## config.mk

```make
export PLATFORM = sky130hd
export DESIGN_NAME = isqrt_seq
export DESIGN_NICKNAME = d
export VERILOG_FILES = /design/src/rtl/isqrt_pkg.sv /design/src/rtl/isqrt_step.sv /design/src/rtl/isqrt_seq.sv
export SDC_FILE = /design/constraint.sdc
export NUM_CORES = 1
export LEC_CHECK = 0
export CAP_MARGIN = 20
export CELL_PAD_IN_SITES_DETAIL_PLACEMENT = 1
export CELL_PAD_IN_SITES_GLOBAL_PLACEMENT = 1
export CORE_UTILIZATION = 45
export CTS_BUF_LIST = sky130_fd_sc_hd__clkbuf_16
export DETAILED_ROUTE_END_ITERATION = 6
export DONT_BUFFER_PORTS = 1
export HOLD_SLACK_MARGIN = 0.05
export PLACE_DENSITY = 0.83
export SYNTH_ARGS = -nofsm -noshare
export SYNTH_HDL_FRONTEND = slang
export SYNTH_SLANG_ARGS = --single-unit
export TNS_END_PERCENT = 5
```

## constraint.sdc

```tcl
create_clock -name clk -period 6.5 [get_ports clk]
set_clock_uncertainty 0.15 [all_clocks]
set_input_delay 1.3 -clock clk [delete_from_list [all_inputs] [get_ports clk]]
set_output_delay 1.3 -clock clk [all_outputs]
set_load 0.01 [all_outputs]
```

## src/rtl/isqrt_pkg.sv

```systemverilog
// rtl/isqrt_pkg.sv - shared types, sizing helpers and width rule for the integer square root unit
package isqrt_pkg;

    typedef enum logic [1:0] {
        IDLE = 2'd0,
        CALC = 2'd1,
        DONE = 2'd2
    } isqrt_state_t;

    // Each iteration consumes one operand bit pair, so the width must be a positive multiple of two.
    localparam int MIN_WIDTH      = 2;
    localparam int WIDTH_MULTIPLE = 2;

    function automatic bit width_ok(input int w);
        return (w >= MIN_WIDTH) && ((w % WIDTH_MULTIPLE) == 0);
    endfunction

    function automatic int clog2(input int v);
        int r;
        r = 0;
        for (int i = 0; i < 31; i++) begin
            if ((1 << i) < v) begin
                r = i + 1;
            end
        end
        return r;
    endfunction

endpackage

```

## src/rtl/isqrt_step.sv

```systemverilog
// rtl/isqrt_step.sv - one combinational restoring square-root iteration
module isqrt_step
    import isqrt_pkg::*;
#(
    parameter int ROOT_W = 8
) (
    input  logic [ROOT_W:0]   r,
    input  logic [ROOT_W-1:0] q,
    input  logic [1:0]        bits,
    output logic [ROOT_W:0]   r_next,
    output logic [ROOT_W-1:0] q_next
);

    logic [ROOT_W+2:0] trial;
    logic [ROOT_W+2:0] sub;
    logic [ROOT_W+2:0] diff;
    logic              fits;
    logic [ROOT_W:0]   q_wide;

    assign trial = {r, bits};
    assign sub   = {1'b0, q, 2'b01};
    assign diff  = trial - sub;
    // Extra top bit serves as the sign of the trial subtraction.
    assign fits  = ~diff[ROOT_W+2];

    // Surviving remainders are bounded by 2*root, so the dropped top bits are always zero.
    assign r_next = fits ? diff[ROOT_W:0] : trial[ROOT_W:0];
    assign q_wide = {q, fits};
    assign q_next = q_wide[ROOT_W-1:0];

    logic unused_bits;
    assign unused_bits = &{1'b0, diff[ROOT_W+1], trial[ROOT_W+2:ROOT_W+1], q_wide[ROOT_W]};

endmodule

```

## src/rtl/isqrt_seq.sv

```systemverilog
// rtl/isqrt_seq.sv - sequential integer square root, one root bit per clock
module isqrt_seq
    import isqrt_pkg::*;
#(
    parameter int WIDTH = 16
) (
    input  logic                   clk,
    input  logic                   reset,
    input  logic                   start,
    input  logic [WIDTH-1:0]       a,
    output logic                   ready,
    output logic                   done,
    output logic [WIDTH/2-1:0]     root,
    output logic [WIDTH/2:0]       rem
);

    localparam int ROOT_W = WIDTH / 2;
    localparam int CNT_W  = (clog2(ROOT_W) > 0) ? clog2(ROOT_W) : 1;

    if (!width_ok(WIDTH)) begin : g_width_check
        $error("isqrt_seq: WIDTH must be even and at least 2");
    end

    isqrt_state_t      state;
    logic [WIDTH-1:0]  x;
    logic [ROOT_W:0]   r;
    logic [ROOT_W-1:0] q;
    logic [CNT_W-1:0]  cnt;
    logic [ROOT_W:0]   r_next;
    logic [ROOT_W-1:0] q_next;

    isqrt_step #(.ROOT_W(ROOT_W)) u_step (
        .r      (r),
        .q      (q),
        .bits   (x[WIDTH-1:WIDTH-2]),
        .r_next (r_next),
        .q_next (q_next)
    );

    always_ff @(posedge clk) begin
        if (reset) begin
            state <= IDLE;
            x     <= '0;
            r     <= '0;
            q     <= '0;
            cnt   <= '0;
            root  <= '0;
            rem   <= '0;
            ready <= 1'b1;
            done  <= 1'b0;
        end else begin
            case (state)
                IDLE: begin
                    if (start) begin
                        x     <= a;
                        r     <= '0;
                        q     <= '0;
                        cnt   <= CNT_W'(ROOT_W - 1);
                        state <= CALC;
                        ready <= 1'b0;
                    end
                end
                CALC: begin
                    x   <= x << 2;
                    r   <= r_next;
                    q   <= q_next;
                    cnt <= cnt - 1'b1;
                    if (cnt == '0) begin
                        root  <= q_next;
                        rem   <= r_next;
                        done  <= 1'b1;
                        state <= DONE;
                    end
                end
                DONE: begin
                    done  <= 1'b0;
                    ready <= 1'b1;
                    state <= IDLE;
                end
                default: begin
                    state <= IDLE;
                    ready <= 1'b1;
                    done  <= 1'b0;
                end
            endcase
        end
    end

endmodule
```

==> summary.md, run 1 <==
| Metric | Value |
|---|---|
| DRC viols | `0` |
| Worst-case clock buffer depth | `2` |
| Critical Path Start Type | `flop` |
| GRT Residual Overflow | `0` |
| Vias in the first global route | `2139` |
| Final Util | `0.528` |
| DIE HEIGHT | `78.0 um` |
| Final setup fails | `0` |
| Crit path time final | `3.22 ns` |
| Static Leakage | `0.00114 uW` |
| Width of the chip | `78.0 um` |
| Least-Margin Pin Slew | `0.812 ns` |
| Ys async rst share | `0` |
| Post-layout nets | `339` |
| Final hold vios | `0` |
| DIE AREA | `0.00609 sq mm` |
| Tcrit/Tclk final | `0.496` |
| Antenna Nets Post-Route | `0` |
| PwrDens | `593 mW/mm^2` |
| Core area | `0.00554 sq mm` |
| Via count | `2174` |
| Largest net degree at the start of global routing | `31` |
| CTS clk-pin slew, worst paths | `0.05 ns` |
| CTS HTree Levels | `3` |
| Share of cells above drive strength 1 | `0.0703` |
| Max cap viols | `0` |
| Final worst slack | `3.28 ns` |
| Crit Path Class | `reg2reg` |
| Post-Route Setup TNS | `0 ns` |
| Outcome | `complete, no violations` |
| GRT Total Usage | `0.233` |
| Clock sink total | `57` |
| Critical path arrival | `3.24 ns` |
| Initial antenna violation count | `0` |
| CP max stage cell | `or4_1` |
| Fmax achieved | `310 MHz` |
| Avg Vias per Cell | `5.65` |
| Synthesis-stage register bit count | `57` |
| Hold-fix buffers at CTS | `0` |
| Cell Chain, Critical Path | `inv_1 -> ha_1 -> nor2b_4 -> o2111a_1 -> nor4b_1 -> or4_1 -> mux2i_1 -> o21ai_0` |
| Area delta synth->final | `12.5%` |
| Netlist cell types | `41` |
| Clk root buf | `clkbuf_16` |
| DR iter-0 viols | `98` |
| HPWL after DPL | `4450 um` |
| Post-Syn Area | `0.00260 sq mm` |
| Worst path max stage delay | `0.73 ns` |
| Maximum VDD drop | `0.342 mV` |
| Ant. Diodes | `0` |
| Pre-CTS setup slack | `3.03 ns` |
| TritonRoute pass-1 iters | `4` |
| Slew margin rel. | `0.459` |
| Crit end category | `flop` |
| CP Max Fanout | `19` |
| Effective utilization at floorplan | `0.469` |
| Post-CTS sizing | `0` |
| Post-Route WL | `6540 um` |
| IO Port Bufs | `0` |
| Number of synthesized flops with an enable pin | `0` |
| Post-CTS Setup Bufs | `0` |
| RSZ-0062 raised after global routing | `no` |
| Crit path max-delay family | `simple AND/OR/NAND/NOR gates` |
| Net Count, Synth | `340` |
| CTS tree | `yes` |
| Synth Area per Inst | `8.39 sq um` |
| Primary FF master, synth | `dfxtp_1` |
| Critical Path RT | `6.52 ns` |
| Ports | `38` |
| Post-synthesis sequential area ratio | `0.439` |
| Max-slew violations | `0` |
| HP Class | `reg2reg` |
| Syn Inst Count | `310` |
| Wire per inst | `17.0 um` |
| CP Buf/Inv Count | `1` |
| Gp weighted congestion | `0.915` |
| Row count | `27` |
| First-pass GRT wire length | `10900 um` |
| CTS Buf Count | `9` |
| Latest clock arrival within the worst-skew pair | `0.32 ns` |
| Synth warnings | `0` |
==> cells in the mapped netlist (all sizes together) (3+ instances only) <==
library cell	n	area, sq um
o21ai	25	125
nand2	65	244
mux2i	7	70.1
nand2b	3	18.8
inv	16	60.1
nand3	3	15.0
o21a	5	37.5
dfxtp	57	1140
xnor2	7	61.3
a211oi	7	52.6
a21oi	12	60.1
a22oi	3	22.5
ha	11	138
nor3	5	25.0
nor2	26	97.6
clkbuf	14	52.6
o221ai	14	123
==> state kept, by name, summed over array words and instances, names as in the netlist <==
signal  count
rem         9
x          16
r           9
cnt         3
done        1
q           8
state       2
root        8
ready       1
==> report_power, final <==
part           total [uW]  switching, uW  internal (uW)
sequential            456           49.8            406
clock                 440            152            288
combinational         839            510            329
==> stage by stage <==
step | cell area (sq um) | std cells | total power, uW | hold slack, ns
global route | 2920 | 385 | 1860 | 0.310
floorplan | 2600 | 310 | 1190 | 0.273
CTS | 2910 | 383 | 1740 | 0.297
detailed placement | 2630 | 368 | 1280 | 0.284
finish | 2920 | 385 | 1730 | 0.296
global placement | 2630 | 368 | 1260 | 0.282
==> worst reg2reg max path, stage by stage (launching register included) <==
cell and delay [ns]:
dfxtp_1 0.35, inv_1 0.09, ha_1 0.33, nor2b_4 0.16
o2111a_1 0.28, nor4b_1 0.50, or4_1 0.73, mux2i_1 0.38
o21ai_0 0.12
==> path summary, 6_finish.rpt <==
kind                          start                 to  slack [ns]  depth (start not counted)
setup / recovery  q[0]$_SDFFE_PP0P_  r[4]$_SDFFE_PP0P_        3.28                          8
hold / removal    x[4]$_SDFFE_PP0P_  x[4]$_SDFFE_PP0P_        0.30                          2
setup reg to reg  q[0]$_SDFFE_PP0P_  r[4]$_SDFFE_PP0P_        3.28                          8
hold reg to reg   x[4]$_SDFFE_PP0P_  x[4]$_SDFFE_PP0P_        0.30                          2
==> kinds of logic after synthesis <==
kind of cell / share of synthesized area
AOI/OAI and AO/OA: 0.211
xor gates and xnor gates: 0.0270
adders and majority gates: 0.0529
buffers and inverters: 0.0549
DFF: 0.439
muxes: 0.0270
and+or+nand+nor: 0.189
==> cells in the final DEF (no fill, tap or decap), types with 2 or more instances in the layout <==
cell type and n:
a2111oi_2 2, a211o_1 2, a211oi_1 7, a21oi_1 12, a22oi_1 3, buf_4 3
clkbuf_16 9, clkinv_1 3, clkinv_2 2, dfxtp_1 57, ha_1 11, inv_1 17
mux2i_1 7, nand2_1 65, nand2b_1 3, nand3_1 3, nor2_1 25, nor3_1 5
o211ai_1 2, o21a_1 5, o21ai_0 24, o221ai_1 14, o22ai_1 2, o41ai_1 2
or2_2 2, or4_1 2, xnor2_1 7
==> area by class of cell <==
type / count / area, sq um
clock buffer: 9 / 225
clock inverter: 6 / 51.3
fill: 662 / 2620
inverter: 17 / 63.8
multi-input combinational: 220 / 1320
sequential: 57 / 1140
tap: 72 / 90.1
timing repair buffer: 4 / 33.8
==> routing by layer <==
| metal | global-route usage | part of all wire |
|---|---|---|
| met1 | 0.301 | 0.48 |
| met2 | 0.357 | 0.45 |
| met3 | 0.0756 | 0.049 |
| met4 | 0.0981 | 0.022 |
| met5 | 0 | 0 |
(Power assumes the default switching activity.)
==> inputs of run 2 (changes only) <==
- clock period: 6.5 -> 3.4 ns (I/O delays scaled with it)
==> run 2 against run 1 <==
Compared with the run above: fmax increased by 13%; combinational power increased by 100%; clock power increased by 77%; design area decreased by 0.51%; die area unchanged; final cell count increased by 0.26%; sequential power increased by 91%; critical path depth increased by 1; via count increased by 3.8%; hold slack got worse by 0.022 ns; power increased by 92%; worst setup slack got worse by 2.7 ns; critical path type unchanged.
==> summary.md, run 2 (synthesized netlist as in run 1, its figures left out) <==
| Metric | Value |
|---|---|
| Final Util | `0.525` |
| Static Leakage | `0.00113 uW` |
| Crit Path Class | `reg2reg` |
| Hold-fix buffers at CTS | `0` |
| DIE AREA | `0.00609 sq mm` |
| Slew margin rel. | `0.591` |
| Largest net degree at the start of global routing | `32` |
| Largest Register | `x` |
| Ant. Diodes | `0` |
| CP Buf/Inv Count | `2` |
| Via count | `2257` |
| Vias in the first global route | `2283` |
| HP Class | `in2reg` |
| Final setup fails | `0` |
| Critical Path Start Type | `flop` |
| Critical path arrival | `2.91 ns` |
| IO Port Bufs | `0` |
| RSZ-0062 raised after global routing | `no` |
| Area delta synth->final | `11.9%` |
| Post-Route WL | `7050 um` |
| CTS Buf Count | `9` |
| GRT Total Usage | `0.250` |
| FILL cells | `685` |
| Post-CTS sizing | `0` |
| Worst path max stage delay | `0.55 ns` |
| M3 GR Usage | `0.0698` |
| Avg Vias per Cell | `5.85` |
| Ports | `38` |
| Core area | `0.00554 sq mm` |
| CTS tree | `yes` |
| CP Max Fanout | `11` |
| Cell Chain, Critical Path | `inv_1 -> ha_1 -> nor2b_4 -> o2111a_1 -> o21a_1 -> or4_1 -> buf_4 -> o211ai_1 -> a21oi_1` |
| Worst-case clock buffer depth | `2` |
| Antenna Nets Post-Route | `0` |
| Row count | `27` |
| Width of the chip | `78.0 um` |
| DIE HEIGHT | `78.0 um` |
| GRT busiest layer | `met2` |
| Crit path max-delay family | `compound AO/OA/AOI/OAI gates` |
| Met1 usage | `0.314` |
| Clk root buf | `clkbuf_16` |
| Max-slew violations | `0` |
| TritonRoute pass-1 iters | `4` |
| Critical Path RT | `3.45 ns` |
| Global Route met2 Usage | `0.402` |
| Most frequent cells in the layout | `65 x nand2_1, 57 x dfxtp_1, 25 x nor2_1` |
| CP max stage cell | `or4_1` |
| CTS HTree Levels | `3` |
| GRT Residual Overflow | `0` |
| DR iter-0 viols | `73` |
| Initial antenna violation count | `0` |
| Outcome | `complete, no violations` |
| Max cap viols | `0` |
| Least-Margin Pin Slew | `0.614 ns` |
| Post-layout nets | `341` |
| Latest clock arrival within the worst-skew pair | `0.32 ns` |
| Clock sink total | `57` |
| Crit path time final | `2.86 ns` |
| Largest register FFs | `16` |
| Post-Route Setup TNS | `0 ns` |
| Largest registers | `x: 16 flops, r: 9 flops, rem: 9 flops` |
| Gp weighted congestion | `0.832` |
| PwrDens | `1140 mW/mm^2` |
| Crit end category | `flop` |
| Wire per inst | `18.3 um` |
| Post-CTS Setup Bufs | `0` |
| Effective utilization at floorplan | `0.469` |
| Tcrit/Tclk final | `0.842` |
| Leading cell type in the layout, fill and taps excluded | `nand2_1` |
| Fmax achieved | `349 MHz` |
| DRC viols | `0` |
| Maximum VDD drop | `0.492 mV` |
| First-pass GRT wire length | `11500 um` |
| Final hold vios | `0` |
| HPWL after DPL | `4680 um` |
| Share of cells above drive strength 1 | `0.0764` |
| CTS clk-pin slew, worst paths | `0.05 ns` |
## run 2: cell count changes in the layout (fill, tap and decap cells not counted), sizes merged
cell / previous run / this run
inv: 17 / 16
buf: 4 / 6
bufinv: 1 / 0
clkinvlp: 0 / 1
## run 2: through the flow
stage / power (uW) / worst slack [ns] / cell area, sq um / hold slack [ns] / cells
after floorplan: 2270 / 0.808 / 2600 / 0.273 / 310
after detailed placement: 2520 / 0.656 / 2660 / 0.284 / 372
final: 3330 / 0.536 / 2910 / 0.274 / 386
after CTS: 3310 / 0.578 / 2910 / 0.265 / 386
after global routing: 3540 / 0.448 / 2910 / 0.261 / 386
after global placement: 2460 / 0.729 / 2660 / 0.283 / 372
## run 2: final cells by class
type,instances,area [sq um],share of cell area
clock buffers,9,225,0.0774
flip-flops and latches,57,1140,0.392
clock inverters,5,25.0,0.00860
multi-input cells,220,1320,0.453
repair buffers,6,45.0,0.0155
well taps,72,90.1,0.0310
inverters,17,63.8,0.0219
## run 2: where the power goes
part	internal, uW	leakage, uW	switching (uW)
clock	475	0.000122	302
sequential	776	0.000466	97.4
combinational	708	0.000538	968
## run 2: layer usage
layer | vias up | routed length, um
met3 | 14 | 424
met1 | 1096 | 3180
li1 | 1084 | -
met2 | 63 | 3300
met5 | - | 0
met4 | 0 | 133
## run 2: path summary, 6_finish.rpt
check / startpoint / endpoint / slack, ns / cells after the start
worst min register to register: x[12]$_SDFFE_PP0P_ / x[12]$_SDFFE_PP0P_ / 0.30 / 2
worst max-delay path: q[0]$_SDFFE_PP0P_ / rem[1]$_SDFFE_PP0P_ / 0.54 / 9
worst min-delay path: reset / x[1]$_SDFFE_PP0P_ / 0.27 / 1
worst max register to register: q[0]$_SDFFE_PP0P_ / rem[1]$_SDFFE_PP0P_ / 0.54 / 9
## run 2: worst reg2reg max path, stage by stage, from the launching register on
cell and delay, ns:
dfxtp_1 0.37, inv_1 0.10, ha_1 0.33, nor2b_4 0.16
o2111a_1 0.27, o21a_1 0.22, or4_1 0.55, buf_4 0.22
o211ai_1 0.27, a21oi_1 0.11
==> inputs of run 3 (changes only) <==
- CORE_UTILIZATION: 45 -> 42
- PLACE_DENSITY: 0.83 -> 0.81
- clock period: 3.4 -> 2.6 ns (I/O delays scaled with it)
==> run 3 against run 2 <==
Compared with the run above: the flow now finishes with violations (setup timing); critical path depth is the same; clock power grew 72%; non-clock buffer count grew 19; combinational power grew 110%; register-to-register slack lost 0.56 ns; wire length grew 10%; sequential share of layout area shrank 4.6 points; count of clock-buffer cells in the layout is the same; global-route usage grew 0.93 points; hold slack lost 0.17 ns; design area grew 14%; critical endpoint is now rem[2]$_SDFFE_PP0P_.
==> summary.md, run 3 (synthesized netlist as in run 1, its figures left out) <==
| Metric | Value |
|---|---|
| Core area | `0.00596 sq mm` |
| Critical path arrival | `2.73 ns` |
| Pint | `3770 uW` |
| Post-layout nets | `360` |
| Share of cells above drive strength 1 | `0.194` |
| Critical Path Start Type | `flop` |
| Vias in the first global route | `2392` |
| Largest registers | `x: 16 flops, r: 9 flops, rem: 9 flops` |
| Post-Route Setup TNS | `-0.101 ns` |
| CTS tree | `yes` |
| CP Max Fanout | `6` |
| First-pass GRT wire length | `12300 um` |
| Worst path max stage delay | `0.61 ns` |
| Max cap viols | `0` |
| Fmax achieved | `381 MHz` |
| Least-Margin Pin Slew | `0.700 ns` |
| Clk root buf | `clkbuf_16` |
| Avg Vias per Cell | `5.71` |
| CTS HTree Levels | `3` |
| Clock sink total | `57` |
| Latest clock arrival within the worst-skew pair | `0.33 ns` |
| DRC viols | `0` |
| DR iter-0 viols | `110` |
| Post-Route WL | `7770 um` |
| Via count | `2340` |
| Gp weighted congestion | `0.902` |
| Outcome | `finished, violations left` |
| Effective utilization at floorplan | `0.437` |
| Area delta synth->final | `27.0%` |
| Worst-case clock buffer depth | `2` |
| Static Leakage | `0.00128 uW` |
| HP Class | `in2reg` |
| Violations in the final reports | `setup timing` |
| FILL cells | `695` |
| Combinational power share | `0.588` |
| Maximum VDD drop | `1.29 mV` |
| Crit Path Class | `reg2reg` |
| GRT Total Usage | `0.259` |
| Initial antenna violation count | `0` |
| Sw Pwr | `2320 uW` |
| CTS Buf Count | `9` |
| Ant. Diodes | `0` |
| Final setup fails | `7` |
| Crit path time final | `2.63 ns` |
| Leading cell type in the layout, fill and taps excluded | `nand2_1` |
| Clock power share | `0.219` |
| Most frequent cells in the layout | `65 x nand2_1, 54 x dfxtp_1, 25 x nor2_1` |
| HPWL after DPL | `4920 um` |
| Largest register FFs | `16` |
| Sw frac | `0.381` |
| Critical Path RT | `2.70 ns` |
| Width of the chip | `80.7 um` |
| RSZ-0062 raised after global routing | `yes` |
| Final hold vios | `0` |
| Largest net degree at the start of global routing | `31` |
| Antenna Nets Post-Route | `0` |
| PwrDens | `1840 mW/mm^2` |
| Final worst slack | `-0.0277 ns` |
| Largest Register | `x` |
| IO Port Bufs | `0` |
| DIE AREA | `0.00651 sq mm` |
| CTS clk-pin slew, worst paths | `0.06 ns` |
| Crit end category | `flop` |
| Wire per inst | `18.9 um` |
| Slew margin rel. | `0.533` |
| Cell Chain, Critical Path | `inv_4 -> ha_4 -> nor2b_4 -> o2111a_1 -> o21a_1 -> or4_4 -> buf_6 -> mux2i_4 -> a211oi_2` |
| Row count | `28` |
| Tcrit/Tclk final | `1.01` |
| Hold slack | `0.103 ns` |
| CP max stage cell | `or4_4` |
| Seq pwr share | `0.193` |
| DIE HEIGHT | `80.7 um` |
| TritonRoute pass-1 iters | `4` |
| Max-slew violations | `0` |
| Ports | `38` |
| GRT Residual Overflow | `0` |
run 3: cell count changes in the layout (fill, tap and decap cells not counted), moves of 5 or more:
| cell | change |
|---|---|
| o21ai_0 | -7 |
| buf_4 | +16 |
| ha_1 | -5 |
| o21ai_1 | +6 |
run 3: metrics by stage:
stage / worst slack, ns / util / cells / cell area [sq um] / total power [uW]
6_report: -0.0277 / 0.554 / 410 / 3300 / 6090
5_1_grt: -0.0934 / 0.554 / 410 / 3300 / 6340
4_1_cts: 0.00491 / 0.544 / 410 / 3240 / 5670
3_5_place_dp: -0.127 / 0.466 / 390 / 2780 / 3550
3_3_place_gp: -0.0398 / 0.466 / 390 / 2780 / 3450
2_1_floorplan: 0.00838 / - / 310 / 2600 / 2960
run 3: power groups by stage:
stage	Clock [uW]	Sequential, uW	Combinational (uW)
floorplan	0	1120	1850
CTS	1350	1160	3170
global placement	0	1140	2310
global route	1390	1190	3760
detailed placement	0	1150	2400
finish	1340	1170	3580
run 3: worst paths after layout:
kind         slack [ns]  depth (start not counted)                   to               from
max               -0.03                          9  rem[2]$_SDFFE_PP0P_  q[0]$_SDFFE_PP0P_
min                0.10                          1    x[1]$_SDFFE_PP0P_              reset
max reg2reg       -0.03                          9  rem[2]$_SDFFE_PP0P_  q[0]$_SDFFE_PP0P_
min reg2reg        0.30                          2    x[7]$_SDFFE_PP0P_  x[7]$_SDFFE_PP0P_
run 3: layout make-up:
type	instances	area, sq um	share of cell area
Inverter	17	66.3	0.0201
Clock inverter	7	110	0.0333
Tap cell	75	93.8	0.0284
Sequential cell	57	1140	0.347
Timing Repair Buffer	25	219	0.0663
Multi-Input combinational cell	220	1440	0.437
Clock buffer	9	225	0.0682
run 3: timing repair:
item,CTS,global route
pin swaps,5,4
buffers inserted,3,0
gates resized for setup,17,19
endpoints found under the setup margin,18,20
hold buffers,0,0
gates cloned,1,0
run 3: worst max-delay path, delay by kind of cell (launching register included):
| family | cells | cell delay, ns |
|---|---|---|
| buffers and inverters | 2 | 0.23 |
| AOI/OAI and AO/OA | 3 | 0.65 |
| muxes | 1 | 0.19 |
| and+or+nand+nor | 2 | 0.74 |
| adders and majority gates | 1 | 0.24 |
| DFF | 1 | 0.35 |
run 3: per-layer routing:
metal	part of all wire	routed length (um)	GRT usage	up-vias
met5	0	0	0	-
met4	0.027	212	0.109	0
met3	0.050	388	0.0739	21
met2	0.49	3810	0.421	59
met1	0.43	3350	0.318	1135
li1	-	-	-	1125
